<file path="config.mk">
export PLATFORM = sky130hd
export DESIGN_NAME = serial_adder_flat
export DESIGN_NICKNAME = d
export VERILOG_FILES = /design/src/rtl/serial_adder_pkg.sv /design/src/rtl/serial_adder_if.sv /design/src/rtl/serial_adder_full_adder_bit.sv /design/src/rtl/serial_adder.sv /design/src/flat_wrapper.sv
export SDC_FILE = /design/constraint.sdc
export NUM_CORES = 1
export LEC_CHECK = 0
export CELL_PAD_IN_SITES_DETAIL_PLACEMENT = 0
export CELL_PAD_IN_SITES_GLOBAL_PLACEMENT = 1
export CORE_MARGIN = 8
export CORE_UTILIZATION = 41
export CTS_CLUSTER_SIZE = 24
export DETAILED_ROUTE_END_ITERATION = 6
export GPL_TIMING_DRIVEN = 1
export MAX_ROUTING_LAYER = met4
export PLACE_DENSITY = 0.82
export SLEW_MARGIN = 20
export SYNTH_ARGS = -nofsm -noshare
export SYNTH_HDL_FRONTEND = slang
export SYNTH_HIERARCHICAL = 1
export SYNTH_SLANG_ARGS = --single-unit
</file>
<file path="constraint.sdc">
create_clock -name clk -period 2 [get_ports clk]
set_clock_uncertainty 0.15 [all_clocks]
set_input_delay 0.3 -clock clk [delete_from_list [all_inputs] [get_ports clk]]
set_output_delay 0.3 -clock clk [all_outputs]
set_load 0.01 [all_outputs]
</file>
<file path="src/rtl/serial_adder_pkg.sv">
// Shared types and constants for the bit-serial adder.
//   state_t       : FSM state encoding (IDLE, SHIFT, FIN)
//   SA_WIDTH_DEF  : default operand width
//   cnt_width()   : width of the bit counter for a given operand width
// Optional feature macro used by the files of this block: SERIAL_ADDER_SUB_EN.
package serial_adder_pkg;

  typedef enum logic [1:0] {
    IDLE  = 2'd0,
    SHIFT = 2'd1,
    FIN   = 2'd2
  } state_t;

  localparam int SA_WIDTH_DEF = 8;

  // The counter runs 0..w-1, so clog2(w) bits suffice; guard against w<2.
  function automatic int cnt_width(input int w);
    return (w < 2) ? 1 : $clog2(w);
  endfunction

endpackage

</file>
<file path="src/rtl/serial_adder_if.sv">
// Bus between an upstream controller (master) and the serial adder (slave).
//   start, a, b, cin [, sub] : request and operands, master -> slave
//   busy, done, s, cout      : status and result, slave -> master
//   dbg_state                : current FSM state, for observation only
// Macro SERIAL_ADDER_SUB_EN adds the sub request bit.
//
// Handshake: start is sampled on a rising edge only while busy is low
// (IDLE or FIN); that edge captures a/b/cin[/sub]. done pulses for exactly one
// cycle when s/cout become valid; s/cout then hold until the next result.
interface serial_adder_if #(
  parameter int WIDTH = serial_adder_pkg::SA_WIDTH_DEF
);
  logic             start;
  logic [WIDTH-1:0] a;
  logic [WIDTH-1:0] b;
  logic             cin;
`ifdef SERIAL_ADDER_SUB_EN
  logic             sub;
`endif
  logic             busy;
  logic             done;
  logic [WIDTH-1:0] s;
  logic             cout;
  serial_adder_pkg::state_t dbg_state;

`ifdef SERIAL_ADDER_SUB_EN
  modport master (output start, a, b, cin, sub,
                  input  busy, done, s, cout, dbg_state);
  modport slave  (input  start, a, b, cin, sub,
                  output busy, done, s, cout, dbg_state);
`else
  modport master (output start, a, b, cin,
                  input  busy, done, s, cout, dbg_state);
  modport slave  (input  start, a, b, cin,
                  output busy, done, s, cout, dbg_state);
`endif

endinterface

</file>
<file path="src/rtl/serial_adder_full_adder_bit.sv">
// One-bit full adder cell used as the serial datapath.
//   a, b, cin : input bits
//   s         : sum bit
//   cout      : carry out (majority of the inputs)
module full_adder_bit (
  input  logic a,
  input  logic b,
  input  logic cin,
  output logic s,
  output logic cout
);

  assign s    = a ^ b ^ cin;
  assign cout = (a & b) | (a & cin) | (b & cin);

endmodule

</file>
<file path="src/rtl/serial_adder.sv">
// Bit-serial WIDTH-bit adder: LSB-first, one bit per clock through a single
// full-adder cell with a registered carry. One result per WIDTH+1 cycles.
//   clk, rst_n : clock, asynchronous active-low reset
//   bus        : serial_adder_if slave (start/a/b/cin[/sub] in,
//                busy/done/s/cout/dbg_state out)
// Macro SERIAL_ADDER_SUB_EN: sub=1 computes a-b (b inverted, carry-in forced
// to 1); cout=1 then means no borrow.
module serial_adder
  import serial_adder_pkg::*;
#(
  parameter int WIDTH = SA_WIDTH_DEF
) (
  input  logic           clk,
  input  logic           rst_n,
  serial_adder_if.slave  bus
);

  localparam int CW = cnt_width(WIDTH);
  localparam logic [CW-1:0] CNT_LAST = CW'(WIDTH - 1);

  state_t           state;
  logic [WIDTH-1:0] a_sh;
  logic [WIDTH-1:0] b_sh;
  logic [WIDTH-2:0] res;      // sums so far; the final bit is appended at FIN entry
  logic             c;
  logic [CW-1:0]    cnt;
  logic             busy_q;
  logic             done_q;
  logic [WIDTH-1:0] s_q;
  logic             cout_q;

  logic             sum_bit;
  logic             carry_next;
  logic [WIDTH-1:0] res_next;
  logic [WIDTH-1:0] b_load;
  logic             c_load;

  full_adder_bit u_fa (
    .a    (a_sh[0]),
    .b    (b_sh[0]),
    .cin  (c),
    .s    (sum_bit),
    .cout (carry_next)
  );

  assign res_next = {sum_bit, res};

  // Operand B and carry seen at load time; subtraction is a + ~b + 1.
  always_comb begin
    b_load = bus.b;
    c_load = bus.cin;
`ifdef SERIAL_ADDER_SUB_EN
    if (bus.sub) begin
      b_load = ~bus.b;
      c_load = 1'b1;
    end
`endif
  end

  always_ff @(posedge clk or negedge rst_n) begin
    if (!rst_n) begin
      state  <= IDLE;
      a_sh   <= '0;
      b_sh   <= '0;
      res    <= '0;
      c      <= 1'b0;
      cnt    <= '0;
      busy_q <= 1'b0;
      done_q <= 1'b0;
      s_q    <= '0;
      cout_q <= 1'b0;
    end else begin
      done_q <= 1'b0;
      case (state)
        IDLE, FIN: begin
          busy_q <= 1'b0;
          state  <= IDLE;
          if (bus.start) begin
            a_sh   <= bus.a;
            b_sh   <= b_load;
            c      <= c_load;
            cnt    <= '0;
            busy_q <= 1'b1;
            state  <= SHIFT;
          end
        end
        SHIFT: begin
          c    <= carry_next;
          a_sh <= a_sh >> 1;
          b_sh <= b_sh >> 1;
          res  <= res_next[WIDTH-1:1];
          cnt  <= cnt + 1'b1;
          if (cnt == CNT_LAST) begin
            // Results become visible only here, never mid-shift.
            s_q    <= res_next;
            cout_q <= carry_next;
            done_q <= 1'b1;
            busy_q <= 1'b0;
            state  <= FIN;
          end
        end
        default: state <= IDLE;
      endcase
    end
  end

  assign bus.busy      = busy_q;
  assign bus.done      = done_q;
  assign bus.s         = s_q;
  assign bus.cout      = cout_q;
  assign bus.dbg_state = state;

endmodule

</file>
<file path="src/flat_wrapper.sv">
// flat-port wrapper written by rule: the top's interface ports become plain ports
module serial_adder_flat import serial_adder_pkg::*;
#(
  parameter int WIDTH = SA_WIDTH_DEF
)
  (clk, rst_n, bus_start, bus_a, bus_b, bus_cin, bus_busy, bus_done, bus_s, bus_cout, bus_dbg_state);
  serial_adder_if #(.WIDTH(WIDTH)) bus_i ();
  input  logic clk;
  input  logic rst_n;
  input wire logic [$bits(bus_i.start)-1:0] bus_start;
  input wire logic [$bits(bus_i.a)-1:0] bus_a;
  input wire logic [$bits(bus_i.b)-1:0] bus_b;
  input wire logic [$bits(bus_i.cin)-1:0] bus_cin;
  output wire logic [$bits(bus_i.busy)-1:0] bus_busy;
  output wire logic [$bits(bus_i.done)-1:0] bus_done;
  output wire logic [$bits(bus_i.s)-1:0] bus_s;
  output wire logic [$bits(bus_i.cout)-1:0] bus_cout;
  output wire logic [$bits(bus_i.dbg_state)-1:0] bus_dbg_state;
  assign bus_i.start = bus_start;
  assign bus_i.a = bus_a;
  assign bus_i.b = bus_b;
  assign bus_i.cin = bus_cin;
  assign bus_busy = bus_i.busy;
  assign bus_done = bus_i.done;
  assign bus_s = bus_i.s;
  assign bus_cout = bus_i.cout;
  assign bus_dbg_state = bus_i.dbg_state;
  serial_adder #(.WIDTH(WIDTH)) u_core (.clk(clk), .rst_n(rst_n), .bus(bus_i));
endmodule
</file>
==> flow_metrics.py, run 1 <==
metrics = {
    "cts": {
        "cts_made_buffers": 5,
        "worstSkewPairLatency_ps": 300,
        "cts_buffer_depth": 2,
        "cts_max_level": 2,
        "clk_pin_slew_ps": 70,
        "cts.repair_timing.setup_buffer_count": 0,
        "cts_tree": "done",
        "root_buffer": "clkbuf_8",
        "clock_sinks": 40,
    },
    "critical_path": {
        "crit_type": "reg2out",
        "r2r-end": "u_core/bus.s[6]",
        "critPathMaxFanout": 12,
        "r2r_cells": 6,
        "r2r_start": "u_core/cnt[0]",
        "slowest_delay_ps": 560,
        "slowest_stage": "clkdlybuf4s50_1",
        "cp.arrival_ps": 1440,
        "worstPathRequired_ps": 1550,
        "r2r_slack_ps": 170,
        "cp_num_buf_inv": 2,
        "worstPathCellList": "buf_6 -> clkdlybuf4s50_1",
        "start_kind": "flop",
        "cp_top_family": "buffers and inverters",
        "worst_setup_path_end_kind": "output pin",
    },
    "final_layout": {
        "antennaDiodeCount": 0,
        "final_layout_size_suffix_gt1_share_pct": 14.8,
        "nets": 211,
        "final_cell_area_um2": 2370,
        "areaGrowthSynthToFinish_pct": 26.4,
        "n_fill_cell": 384,
    },
    "drt": {
        "drcViolationCount": 0,
        "vias_per_cell": 5.27,
        "drt-pass1-iter-count": 2,
        "ant_nets": 0,
        "wl_mm": 3.44,
        "first_iter_violations": 98,
        "drt-wirelength-per-cell_um": 14.3,
        "num_vias": 1270,
    },
    "synthesis": {
        "synth_area_um2": 1870,
        "synth_seq_cells": 40,
        "synth_edf_count": 0,
        "synth_cell_type_count": 25,
        "synth-xor-area-share_pct": 0,
        "yosys_warnings": 6,
        "synth-compound-area-share_pct": 12.4,
        "muxShareOfSynthArea_pct": 20.5,
        "yosysSeqAreaShare_pct": 53.4,
        "ys.flop_type": "dfrtp_1",
        "synthArstFlopShare_pct": 100,
        "synthAdderAreaFrac_pct": 2.40,
        "synth-simple-area-share_pct": 7.21,
        "synthCells": 152,
        "syn-num-nets": 175,
        "synth.avg_cell_area_um2": 12.3,
        "synth_top_family_by_area": "multiplexers",
    },
    "power": {
        "p_int_mw": 2.28,
        "p_sw_mw": 1.11,
        "power_density_nw_per_um2": 1430,
        "power_frac_seq_pct": 42.8,
        "swShare_pct": 32.8,
        "p_leak_nw": 0.963,
        "vdd_drop_max_mv": 0.723,
        "power_frac_comb_pct": 40.5,
        "clkPwrFrac_pct": 16.7,
    },
    "die": {
        "dieArea_um2": 6990,
        "fp.dieW_um": 83.6,
        "initial_utilization_pct": 42.8,
        "pin_count": 33,
        "rows": 24,
        "coreArea_um2": 4380,
        "die_y_um": 83.6,
    },
    "grt": {
        "grt_pass1_vias": 1329,
        "grt_pass1_wl_mm": 6.10,
        "grt_antenna_before_repair": 0,
        "grt_max_degree": 41,
        "track_usage_pct": 10.8,
        "gr-total-overflow": 0,
    },
    "hold_path": {
        "min_from": "u_core/bus.s[3]",
        "hold_class": "reg2reg",
        "min_path_cells": 1,
        "min_to": "u_core/bus.s[3]",
    },
    "sta": {
        "fmax_mhz": 530,
        "slew_violations": 0,
        "post-route-min-period_ps": 1890,
        "hold_violations": 0,
        "slew_headroom_pct": 66.0,
        "tightestPinTransition_ps": 509,
        "rsz0062_at_grt": "false",
        "finalSetupViolations": 0,
        "fin_crit_sh_pct": 94.4,
        "finalSetupTns_ps": 0,
    },
    "placement": {
        "place.gp.congestion": 0.697,
        "dpl.hpwl_mm": 2.44,
        "portBuffers": 32,
        "place_area_um2": 2260,
    },
    "job": {
        "cap_violations": 0,
    },
    "run_status": {
        "outcome": "completed",
    },
}
[logic make-up (layout without fill, tap and decap cells)]
| logic type | after synthesis | in the layout |
|---|---|---|
| AO/OA/AOI/OAI | 37 | 37 |
| buffers and inverters | 14 | 51 |
| adder cells (fa/ha/maj) | 3 | 3 |
| multiplexers | 35 | 35 |
| AND/OR/NAND/NOR | 23 | 23 |
| flip-flops | 40 | 40 |
[power groups by stage]
| stage | clock, mW | combinational, mW | sequential (mW) |
|---|---|---|---|
| 5_1_grt | 0.623 | 1.53 | 1.52 |
| 2_1_floorplan | 0 | 0.890 | 1.46 |
| 4_1_cts | 0.584 | 1.40 | 1.46 |
| 3_5_place_dp | 0 | 1.40 | 1.48 |
| 6_report | 0.566 | 1.38 | 1.45 |
| 3_3_place_gp | 0 | 1.35 | 1.45 |
[layout make-up]
type                       instances  area [um^2]  area share, %
clock buffer                       6         82.6           3.49
timing repair buffer              40          394           16.6
tap                               52         65.1           2.75
inverter                           3         13.8          0.581
multi-input combinational         98          797           33.7
sequential                        40         1000           42.3
clock inverter                     2         15.0          0.634
[how the worst max path moves through the flow]
stage / start / endpoint / slack (ps) / depth (start not counted)
after CTS: u_core/bus.dbg_state[1] / bus_dbg_state[1] / 50 / 2
after global routing: u_core/bus.dbg_state[1] / bus_dbg_state[1] / 40 / 2
after detailed placement: u_core/cnt[0] / u_core/bus.s[6] / 180 / 6
final: u_core/bus.dbg_state[1] / bus_dbg_state[1] / 110 / 2
after floorplan: u_core/cnt[0] / u_core/bus.s[7] / 300 / 7
after global placement: u_core/cnt[0] / u_core/bus.s[6] / 230 / 6
[state kept, by name, indices dropped and copies added, names as in the netlist]
| register | count |
|---|---|
| u_core/a_sh | 8 |
| u_core/b_sh | 8 |
| u_core/bus.busy | 1 |
| u_core/bus.cout | 1 |
| u_core/bus.dbg_state | 2 |
| u_core/bus.done | 1 |
| u_core/bus.s | 8 |
| u_core/c | 1 |
| u_core/cnt | 3 |
| u_core/res | 7 |
[what timing repair did]
item	CTS	global route
hold buffers	1	0
resized for setup	0	1
setup endpoints to repair	0	1
endpoints found under the hold margin	40	0
[cell usage in the layout (no fill, tap or decap), drive strengths merged]
master and count:
a211oi 15, a21oi 15, a22o 2, buf 8, clkbuf 6, clkdlybuf4s50 31
clkinvlp 2, dfrtp 40, dlygate4sd3 1, fa 1, ha 2, inv 3
mux2 18, mux2i 17, nand2 1, nand2b 2, nand3 3, nor2 1
nor2b 15, o211ai 1, o21ai 4, or2 1
[metal layers]
layer / vias to the layer above / GRT usage (%) / wire (um)
met2: 31 / 16.7 / 1540
met4: 0 / 5.65 / 65
met3: 7 / 4.30 / 227
met5: - / - / 0
met1: 611 / 11.8 / 1610
li1: 621 / - / -
[worst register-to-register path, stage by stage, from the launching register on]
cell and delay (ps):
dfrtp_1 410, ha_1 210, ha_1 190, inv_1 70
or2_1 240, buf_4 180, mux2_4 290
[through the flow]
| step | power, mW | worst slack (ps) | util, % | cells | hold slack [ps] |
|---|---|---|---|---|---|
| final | 3.39 | 112 | 54.0 | 241 | 335 |
| after global routing | 3.67 | 40.2 | 54.0 | 241 | 358 |
| after CTS | 3.44 | 47.2 | 53.9 | 241 | 344 |
| after detailed placement | 2.87 | 180 | 51.5 | 232 | 242 |
| after global placement | 2.80 | 226 | 51.5 | 232 | 232 |
| after floorplan | 2.35 | 299 | - | 152 | -146 |
[synth_stat cells (2+ instances only)]
cell type,count,area (um^2)
mux2_2,7,78.8
o21ai_1,3,15.0
buf_4,4,30.0
ha_1,2,25.0
nand3_1,3,15.0
mux2i_1,17,170
buf_2,5,25.0
clkbuf_1,2,7.51
a22o_1,2,17.5
mux2_1,8,90.1
a21oi_1,15,75.1
nor2b_1,15,93.8
a211oi_1,15,113
mux2_4,3,45.0
dfrtp_1,40,1000
nand2b_1,2,12.5
Note: power is estimated with default switching activity, not from simulation.
==> inputs of run 2 (changes only) <==
--- a/config.mk
+++ b/config.mk
@@ -5,15 +5,15 @@
 export SDC_FILE = /design/constraint.sdc
 export NUM_CORES = 1
 export LEC_CHECK = 0
-export CELL_PAD_IN_SITES_DETAIL_PLACEMENT = 0
-export CELL_PAD_IN_SITES_GLOBAL_PLACEMENT = 1
+export CORE_ASPECT_RATIO = 0.8
 export CORE_MARGIN = 8
-export CORE_UTILIZATION = 41
+export CORE_UTILIZATION = 52
 export CTS_CLUSTER_SIZE = 24
 export DETAILED_ROUTE_END_ITERATION = 6
 export GPL_TIMING_DRIVEN = 1
 export MAX_ROUTING_LAYER = met4
-export PLACE_DENSITY = 0.82
+export PLACE_DENSITY = 0.83
+export RECOVER_POWER = 50
 export SLEW_MARGIN = 20
 export SYNTH_ARGS = -nofsm -noshare
 export SYNTH_HDL_FRONTEND = slang
==> run 2 against run 1 <==
Clock power grew 14%. Sequential cell count is the same. Critical endpoint unchanged. Largest power group unchanged. Via count grew 4.2%. Highest routed layer unchanged. Non-clock buffer count grew 1. First-iteration DRC count shrank 13%. Cell area shrank 0.69%.
==> flow_metrics.py, run 2 (synthesized netlist as in run 1, its figures left out) <==
metrics = {
    "power": {
        "power_density_nw_per_um2": 1510,
        "vdd_drop_max_mv": 0.740,
        "p_leak_nw": 0.973,
        "total_power_mw": 3.56,
    },
    "critical_path": {
        "worstPathCellList": "buf_4 -> clkdlybuf4s50_1",
        "r2r_cells": 6,
        "worst_setup_path_end_kind": "output pin",
        "crit_type": "reg2out",
        "critPathMaxFanout": 9,
        "cp_num_buf_inv": 2,
        "slowest_stage": "clkdlybuf4s50_1",
        "slowest_delay_ps": 560,
        "worstPathRequired_ps": 1550,
        "r2r_slack_ps": 220,
        "cp.arrival_ps": 1460,
        "r2r_start": "u_core/cnt[0]",
        "cp_top_family": "buffers and inverters",
        "start_kind": "flop",
        "r2r-end": "u_core/bus.s[6]",
    },
    "drt": {
        "wl_mm": 3.95,
        "vias_per_cell": 5.70,
        "drcViolationCount": 0,
        "drt-wirelength-per-cell_um": 17.0,
        "num_vias": 1323,
        "first_iter_violations": 85,
        "ant_nets": 0,
        "drt-pass1-iter-count": 4,
    },
    "sta": {
        "fin_crit_sh_pct": 95.3,
        "rsz0062_at_grt": "false",
        "hold_violations": 0,
        "finalSetupViolations": 0,
        "finalSetupTns_ps": 0,
        "slew_headroom_pct": 35.7,
        "fmax_mhz": 525,
        "post-route-min-period_ps": 1910,
        "tightestPinTransition_ps": 964,
        "slew_violations": 0,
    },
    "hold_path": {
        "min_path_cells": 1,
        "min_to": "u_core/bus.s[0]",
        "hold_class": "reg2reg",
        "min_from": "u_core/res[0]",
    },
    "cts": {
        "cts_made_buffers": 5,
        "clock_sinks": 40,
        "cts_buffer_depth": 2,
        "clk_pin_slew_ps": 80,
        "cts_max_level": 2,
        "root_buffer": "clkbuf_8",
        "worstSkewPairLatency_ps": 290,
        "cts_tree": "done",
    },
    "grt": {
        "grt_pass1_wl_mm": 6.76,
        "grt_pass1_vias": 1397,
        "grt_max_degree": 41,
        "gr-total-overflow": 0,
        "track_usage_pct": 14.6,
        "grt_antenna_before_repair": 0,
    },
    "final_layout": {
        "final_cell_area_um2": 2350,
        "antennaDiodeCount": 0,
        "multi_input_area_um2": 797,
        "nets": 212,
        "areaGrowthSynthToFinish_pct": 25.5,
        "layout_commonest_cell": "dfrtp_1",
        "layout_common_cells": "40 x dfrtp_1, 30 x clkdlybuf4s50_1, 17 x mux2i_1",
        "n_fill_cell": 244,
        "regArea_um2": 1000,
        "final_util_pct": 68.2,
        "final_layout_size_suffix_gt1_share_pct": 14.7,
    },
    "placement": {
        "place_area_um2": 2250,
        "dpl.hpwl_mm": 2.81,
        "portBuffers": 32,
        "place.gp.congestion": 0.756,
    },
    "die": {
        "die_y_um": 69.7,
        "dieArea_um2": 5790,
        "initial_utilization_pct": 54.4,
        "fp.dieW_um": 83.1,
        "pin_count": 33,
        "rows": 19,
        "coreArea_um2": 3450,
    },
    "run_status": {
        "outcome": "completed",
    },
    "job": {
        "cap_violations": 0,
    },
}
-- run 2: area by class of cell --
cell class / count / area share (%)
Clock buffer: 6 / 3.09
Clock inverter: 2 / 1.49
Inverter: 3 / 0.585
Multi-Input combinational cell: 98 / 33.9
Sequential cell: 40 / 42.6
Tap cell: 42 / 2.23
Timing Repair Buffer: 41 / 16.2
-- run 2: routing by layer --
metal	share of wire (%)	wire length (um)	up-vias	global-route usage, %
li1	-	-	622	-
met1	42	1660	664	16.2
met2	51	2010	28	23.4
met3	4.4	175	9	4.58
met4	2.4	96	0	7.20
met5	0	0	-	-
-- run 2: timing repair --
| item | 4_1_cts | 5_1_grt |
|---|---|---|
| hold endpoints to repair | 40 | 0 |
| hold buffers | 1 | 0 |
| resized for setup | 0 | 0 |
| buffers inserted | 0 | 0 |
-- run 2: worst max-delay path by stage --
stage	endpoint	slack, ps	startpoint	cells after the start
floorplan	u_core/bus.s[7]	300	u_core/cnt[0]	7
global placement	u_core/bus.cout	310	u_core/cnt[0]	6
detailed placement	u_core/bus.s[6]	260	u_core/cnt[0]	6
CTS	bus_dbg_state[1]	90	u_core/bus.dbg_state[1]	2
global route	u_core/b_sh[1]	40	bus_start	5
finish	bus_dbg_state[1]	90	u_core/bus.dbg_state[1]	2
-- run 2: report_power, final --
| group | switching [mW] | internal [mW] | total [mW] | leakage, nW |
|---|---|---|---|---|
| clock network | 0.274 | 0.370 | 0.644 | 0.0552 |
| logic | 0.635 | 0.812 | 1.45 | 0.439 |
| registers | 0.273 | 1.20 | 1.47 | 0.479 |
-- run 2: stage by stage --
step / hold WS [ps] / worst slack (ps) / instances
global placement: 221 / 306 / 223
floorplan: -146 / 299 / 152
finish: 340 / 93.7 / 232
detailed placement: 232 / 257 / 223
CTS: 345 / 88.9 / 232
global route: 369 / 42.4 / 232
-- run 2: worst register-to-register path: cells and delay by family, from the launching register on --
kind	cells	cell delay (ps)
simple gates	1	170
mux	1	300
fa+ha+maj	2	390
buf+inv	2	260
flops	1	400
